--- src/rtl/cc_pkg.sv ---
// ---------------------------------------------------------------------------
// cc_pkg
// Shared constants and types for the cache controller refill path.
//   - AXI AR burst shape for one 64-byte line: WRAP, 8 beats of 8 bytes.
//   - Miss scheduler state encodings, kept as plain constants so older
//     blocks that compare raw state bits keep working.
//   - Line-address type for the default 64-byte line geometry.
// ---------------------------------------------------------------------------
package cc_pkg;

  // AXI AR burst attributes for one cache-line refill
  localparam logic [1:0] BURST_WRAP = 2'b10;
  localparam logic [2:0] SIZE_8B    = 3'b011;
  localparam logic [3:0] LEN_LINE   = 4'd7;

  // Miss scheduler states
  typedef logic [0:0] state_t;
  localparam state_t ST_IDLE = 1'b0;
  localparam state_t ST_ADDR = 1'b1;

  // Line address for the default 64-byte line (addr[31:6])
  localparam int LINE_OFS_W_DEF = 6;
  typedef logic [31-LINE_OFS_W_DEF:0] line_addr_t;

endpackage

--- src/rtl/cc_miss_track_table.sv ---
// ---------------------------------------------------------------------------
// cc_miss_track_table
// Circular table of line addresses whose refill is in flight.
// Entries are allocated at the tail and retired from the head; refills
// finish in issue order, so head always points at the oldest refill.
//
// Ports:
//   clk, rst_n : clock, synchronous active-low reset
//   alloc      : write line into table[tail] (caller guarantees room)
//   retire     : fill unit finished a line; ignored when table is empty
//   line       : line address for both allocation and duplicate lookup
//   dup        : line matches any valid entry (before this cycle's retire)
//   count      : number of valid entries
//   err        : sticky, set by a retire while the table is empty
// ---------------------------------------------------------------------------
module cc_miss_track_table #(
  parameter int MAX_OUTSTANDING = 2,
  parameter int LINE_W          = 26
) (
  input  logic              clk,
  input  logic              rst_n,
  input  logic              alloc,
  input  logic              retire,
  input  logic [LINE_W-1:0] line,
  output logic              dup,
  output logic [2:0]        count,
  output logic              err
);

  localparam int PTR_W = (MAX_OUTSTANDING > 1) ? $clog2(MAX_OUTSTANDING) : 1;
  localparam logic [PTR_W-1:0] PTR_LAST = PTR_W'(MAX_OUTSTANDING - 1);

  logic [MAX_OUTSTANDING-1:0] valid;
  logic [LINE_W-1:0]          lines [MAX_OUTSTANDING];
  logic [PTR_W-1:0]           head;
  logic [PTR_W-1:0]           tail;
  logic                       do_retire;

  // Pointers wrap explicitly so non-power-of-two depths work too
  function automatic logic [PTR_W-1:0] ptr_next(input logic [PTR_W-1:0] p);
    return (p == PTR_LAST) ? '0 : p + PTR_W'(1);
  endfunction

  assign do_retire = retire && (count != 3'd0);

  // Duplicate lookup sees the table as it stands this cycle, so a line
  // that is retiring right now still counts as in flight
  always_comb begin
    dup = 1'b0;
    for (int i = 0; i < MAX_OUTSTANDING; i++) begin
      if (valid[i] && (lines[i] == line)) dup = 1'b1;
    end
  end

  // head == tail with both alloc and retire only happens when the table is
  // empty (no retire) or full (no alloc), so the two valid writes never
  // collide on the same entry
  always_ff @(posedge clk) begin
    if (!rst_n) begin
      valid <= '0;
      head  <= '0;
      tail  <= '0;
      count <= 3'd0;
      err   <= 1'b0;
    end else begin
      if (alloc) begin
        lines[tail] <= line;
        valid[tail] <= 1'b1;
        tail        <= ptr_next(tail);
      end
      if (do_retire) begin
        valid[head] <= 1'b0;
        head        <= ptr_next(head);
      end
      case ({alloc, do_retire})
        2'b10:   count <= count + 3'd1;
        2'b01:   count <= count - 3'd1;
        default: count <= count;
      endcase
      if (retire && (count == 3'd0)) err <= 1'b1;
    end
  end

endmodule

--- src/rtl/cc_miss_req_scheduler.sv ---
// ---------------------------------------------------------------------------
// cc_miss_req_scheduler
// Turns hit/miss-stage miss requests into AXI AR line refills
// (critical word first, WRAP, 8 x 64 bit) and pushes each miss address
// into the miss address FIFO for the data fill unit. Bounds refills in
// flight and stalls requests for a line that is already being refilled.
//
// Ports:
//   clk, rst_n                 : clock, synchronous active-low reset
//   miss_req_valid_i/addr_i    : miss request from hit/miss stage
//   miss_req_ready_o           : request accepted when high with valid
//   mem_ar*_o, mem_arready_i   : AXI read address channel
//   miss_addr_fifo_full_i      : miss address FIFO cannot take a push
//   miss_addr_fifo_wren_o/wdata_o : FIFO push, same cycle as acceptance
//   fill_done_i                : fill unit wrote a complete line
//   outstanding_o              : refills in flight
//   err_o                      : sticky fill_done-without-refill error
// ---------------------------------------------------------------------------
module cc_miss_req_scheduler #(
  parameter int MAX_OUTSTANDING = 2,
  parameter int LINE_OFS_W      = 6
) (
  input  logic        clk,
  input  logic        rst_n,
  input  logic        miss_req_valid_i,
  input  logic [31:0] miss_req_addr_i,
  output logic        miss_req_ready_o,
  output logic        mem_arvalid_o,
  output logic [31:0] mem_araddr_o,
  output logic [3:0]  mem_arlen_o,
  output logic [2:0]  mem_arsize_o,
  output logic [1:0]  mem_arburst_o,
  input  logic        mem_arready_i,
  input  logic        miss_addr_fifo_full_i,
  output logic        miss_addr_fifo_wren_o,
  output logic [31:0] miss_addr_fifo_wdata_o,
  input  logic        fill_done_i,
  output logic [2:0]  outstanding_o,
  output logic        err_o
);

  import cc_pkg::*;

  localparam int         LINE_W  = 32 - LINE_OFS_W;
  localparam logic [2:0] MAX_CNT = 3'(MAX_OUTSTANDING);

  state_t      state;
  logic [31:0] araddr;
  logic        dup;
  logic [2:0]  count;
  logic        err;
  logic        accept;

  cc_miss_track_table #(
    .MAX_OUTSTANDING (MAX_OUTSTANDING),
    .LINE_W          (LINE_W)
  ) u_table (
    .clk    (clk),
    .rst_n  (rst_n),
    .alloc  (accept),
    .retire (fill_done_i),
    .line   (miss_req_addr_i[31:LINE_OFS_W]),
    .dup    (dup),
    .count  (count),
    .err    (err)
  );

  // Ready ignores valid so the requester can look at it before committing
  assign miss_req_ready_o = (state == ST_IDLE) && (count < MAX_CNT) &&
                            !miss_addr_fifo_full_i && !dup;
  assign accept           = miss_req_valid_i && miss_req_ready_o;

  assign miss_addr_fifo_wren_o  = accept;
  assign miss_addr_fifo_wdata_o = miss_req_addr_i;

  // One AR at a time: accept loads the 8-byte-aligned critical word
  // address, ADDR holds it until the slave takes it. Reset drops any
  // pending AR without a handshake.
  always_ff @(posedge clk) begin
    if (!rst_n) begin
      state  <= ST_IDLE;
      araddr <= '0;
    end else begin
      case (state)
        ST_IDLE: begin
          if (accept) begin
            state  <= ST_ADDR;
            araddr <= {miss_req_addr_i[31:3], 3'b000};
          end
        end
        default: begin
          if (mem_arready_i) state <= ST_IDLE;
        end
      endcase
    end
  end

  assign mem_arvalid_o = (state == ST_ADDR);
  assign mem_araddr_o  = araddr;
  assign mem_arlen_o   = LEN_LINE;
  assign mem_arsize_o  = SIZE_8B;
  assign mem_arburst_o = BURST_WRAP;
  assign outstanding_o = count;
  assign err_o         = err;

endmodule

--- config.mk ---
export PLATFORM = sky130hd
export DESIGN_NAME = cc_miss_req_scheduler
export DESIGN_NICKNAME = d
export VERILOG_FILES = /design/src/rtl/cc_pkg.sv /design/src/rtl/cc_miss_track_table.sv /design/src/rtl/cc_miss_req_scheduler.sv
export SDC_FILE = /design/constraint.sdc
export NUM_CORES = 1
export LEC_CHECK = 0
export BUFFER_PORTS_ARGS = -buffer_cell sky130_fd_sc_hd__buf_2
export CORE_ASPECT_RATIO = 1.75
export CORE_MARGIN = 10
export CORE_UTILIZATION = 30
export DETAILED_ROUTE_END_ITERATION = 10
export GPL_TIMING_DRIVEN = 0
export SYNTH_ARGS = -nofsm -noshare
export SYNTH_HDL_FRONTEND = slang
export SYNTH_SLANG_ARGS = --single-unit
--- constraint.sdc ---
create_clock -name clk -period 3.5 [get_ports clk]
set_clock_uncertainty 0.05 [all_clocks]
set_input_delay 0.525 -clock clk [delete_from_list [all_inputs] [get_ports clk]]
set_output_delay 0.525 -clock clk [all_outputs]
set_load 0.01 [all_outputs]
==> impl_summary.log <==
[metrics] Final min period: 3.21 ns
[metrics] worst hold-check path type: in -> reg
[metrics] cells resized by post-CTS repair: 0
[metrics] unrepaired setup endpoints after global routing: no
[metrics] transition time at the pin with the least slew margin: 0.768 ns
[metrics] Yosys cell types: 35
[metrics] Post-Route Hold Slack: 0.399 ns
[metrics] total congestion overflow: 0
[metrics] detailed-route wire length per cell: 15.9 um
[metrics] CP Data Arrival Time: 3.41 ns
[metrics] maximum buffer depth of the clock tree: 2
[metrics] maximum number of pins on one net before global-route repair: 19
[metrics] number of flip-flops and latches in the synthesized netlist: 90
[metrics] clock tree from TritonCTS: yes
[metrics] initial antenna violation count: 0
[metrics] post-CTS clock slew at the launch and capture registers of the worst setup and hold paths: 0.06 ns
[metrics] initial standard-cell utilization of the core: 30.6%
[metrics] total die area: 18900 um2
[metrics] via count of the first global-routing pass: 3002
[metrics] post-route setup slack: 0.294 ns
[metrics] number of top-level pins: 118
[metrics] Setup-failing EPs final: 0
[metrics] post-cts hold buffer count: 0
[metrics] total global routing track utilization: 11.2%
[metrics] kind of capture point of the worst setup path: flip-flop
[metrics] reg-to-reg slack, setup: 0.29 ns
[metrics] non-filler instance count after layout: 650
[metrics] detailed-route vias per instance: 4.22
[metrics] number of clock sinks: 90
[metrics] height of the die: 175 um
[metrics] number of antenna cells inserted: 0
[metrics] H-tree level count: 3
[metrics] result of the run: finished clean
[metrics] area of the core: 13400 um2
[metrics] Static Leak: 2.09 nW
[metrics] Placed Area: 4910 um2
[metrics] setup slack after placement: -0.259 ns
[metrics] Detail Route Antenna Nets: 0
[metrics] proportion of synthesized chip area in sequential cells: 56.7%
[metrics] Final Instance Area: 5190 um2
[metrics] net count of the finished layout: 511
[metrics] final weighted congestion in routability-driven placement: 0.720
[metrics] synthesized area per cell: 11.8 um2
[metrics] number of maximum-capacitance violations: 0
[metrics] top fanout value on the critical path: 10
[metrics] post-route core utilization: 38.8%
[metrics] category of the critical setup timing path: reg -> reg
[metrics] P&R area growth vs syn: 26.8%
[metrics] Std-Cell Rows: 56
[metrics] Worst slew margin: 48.7%
[metrics] global-route wire length before repair: 16300 um
[metrics] worst skew pair latency: 0.33 ns
[metrics] post-synth design cell area: 4090 um2
[metrics] overall power after layout: 2.74 mW
[metrics] pins over their slew limit: 0
[metrics] number of warnings reported in the yosys synthesis log: 0
[metrics] buffer cell driving the clock tree root: clkbuf_16
[metrics] share of final-layout standard cells stronger than drive strength 1: 35.9%
[metrics] critical path launch point type: flip-flop
[metrics] final routed DRC violation total: 0
[metrics] CTS Buf Count: 9
[metrics] vias after detailed routing: 2741
[metrics] final routed wirelength across all metal layers: 10300 um
[metrics] hold violation total from the final report: 0
[metrics] Detailed Route Iter0 Violations: 131
[metrics] Total Neg Setup Slack: 0 ns
[metrics] total power per unit cell area: 528 nW/um2
[metrics] Final HPWL DP: 8140 um
[metrics] horizontal die dimension: 108 um
[metrics] Data required, critical path: 3.70 ns
[metrics] synthesized instance count: 347
[metrics] detailed-routing iteration count for the pre-antenna-repair pass: 4
[metrics] IO Port Bufs: 101
[metrics] largest vdd supply drop: 0.271 mV
[metrics] share of the clock period used by the worst path after layout: 91.6%
[metrics] fmax: 0.312 GHz
[metrics] number of cells after detailed placement: 634
[metrics] # Post-CTS Setup Buffers: 0
==> path summary, 6_finish.rpt <==
path,start,endpoint,cells after the start
min,miss_req_addr_i[5],mem_araddr_o[5]$_SDFFE_PN0P_,3
min reg2reg,mem_araddr_o[19]$_SDFFE_PN0P_,mem_araddr_o[19]$_SDFFE_PN0P_,2
max reg2reg,u_table.lines[0][19]$_DFFE_PP_,u_table.count[2]$_SDFFE_PN0P_,14
max,u_table.lines[0][19]$_DFFE_PP_,u_table.count[2]$_SDFFE_PN0P_,14
==> logic make-up after synthesis <==
logic type	share of synthesized area, %
compound gates	1.93
flops	56.7
xor+xnor	11.8
mux	7.09
other cells	0.183
fa+ha+maj	0.795
buf+inv	11.1
simple gates	10.5
==> final cells by class <==
cell class,count,area [um2]
plain buffers,56,427
clock inverters,4,21.3
clock buffers,12,236
inverters,7,26.3
repair buffers,103,561
fillers,1292,8190
multi-input cells,204,1380
well taps,174,218
flip-flops and latches,90,2320
==> placed cells by master (no fill, tap or decap), types with 3 or more instances in the layout <==
master,instances
and2_1,4
nand2_1,60
xnor2_1,43
o21ai_0,4
mux2i_1,29
buf_2,101
nor3_1,3
nor4_2,3
a21oi_1,3
edfxtp_1,52
clkbuf_16,9
conb_1,12
nand4_1,11
xor2_1,12
dfxtp_1,38
inv_1,6
clkbuf_1,11
buf_4,44
==> power breakdown <==
| group | leakage, nW | switching (mW) | internal, mW |
|---|---|---|---|
| logic | 1.19 | 0.322 | 0.287 |
| registers | 0.782 | 0.0593 | 1.22 |
| clock network | 0.124 | 0.370 | 0.477 |
| total | 2.09 | 0.752 | 1.99 |
==> registers in the layout, summed over array words and instances (netlist names) <==
signal,count
mem_araddr_o,29
u_table.head,1
u_table.err,1
u_table.tail,1
u_table.valid,2
mem_arvalid_o,1
u_table.count,3
u_table.lines,52
==> critical path, stage by stage (launching register included) <==
cell	delay, ns
edfxtp_1	0.38
xnor2_1	0.16
nand4_1	0.15
nor4_2	0.38
a21oi_1	0.21
and2_4	0.19
buf_6	0.14
buf_8	0.15
inv_2	0.05
ha_1	0.17
inv_1	0.06
fa_1	0.37
xor2_1	0.16
or3_1	0.31
a21boi_0	0.18
==> metal layers <==
metal | global-route usage, % | up-vias | wire length (um)
li1 | - | 1365 | -
met3 | 3.78 | 14 | 784
met1 | 11.2 | 1278 | 3810
met2 | 20.2 | 84 | 5520
met4 | 4.69 | 0 | 194
met5 | 0 | - | 0
==> synth_stat cells <==
cell	n	area, um2
nor4_2	1	12.5
mux2i_1	29	290
a21oi_1	3	15.0
nor3_1	3	15.0
nand3_1	2	10.0
o22ai_1	1	6.26
buf_4	44	330
edfxtp_1	52	1560
buf_8	1	15.0
xnor2_1	43	377
nor2_1	3	11.3
inv_1	6	22.5
buf_12	2	40.0
and2_1	4	25.0
nand4_1	11	68.8
conb_1	2	7.51
o21a_1	2	15.0
clkbuf_1	8	30.0
fa_1	1	20.0
ha_1	1	12.5
a21boi_0	1	7.51
buf_6	1	11.3
dfxtp_1	38	761
or4_1	1	7.51
inv_2	1	3.75
o21ai_0	4	20.0
xor2_1	12	105
or3_1	1	6.26
nor2b_1	2	12.5
a31oi_1	1	6.26
nor4_1	3	18.8
and2_4	1	8.76
nand2b_1	1	6.26
nand2_1	60	225
a41oi_1	1	8.76
Power figures use the tool's default switching activity.
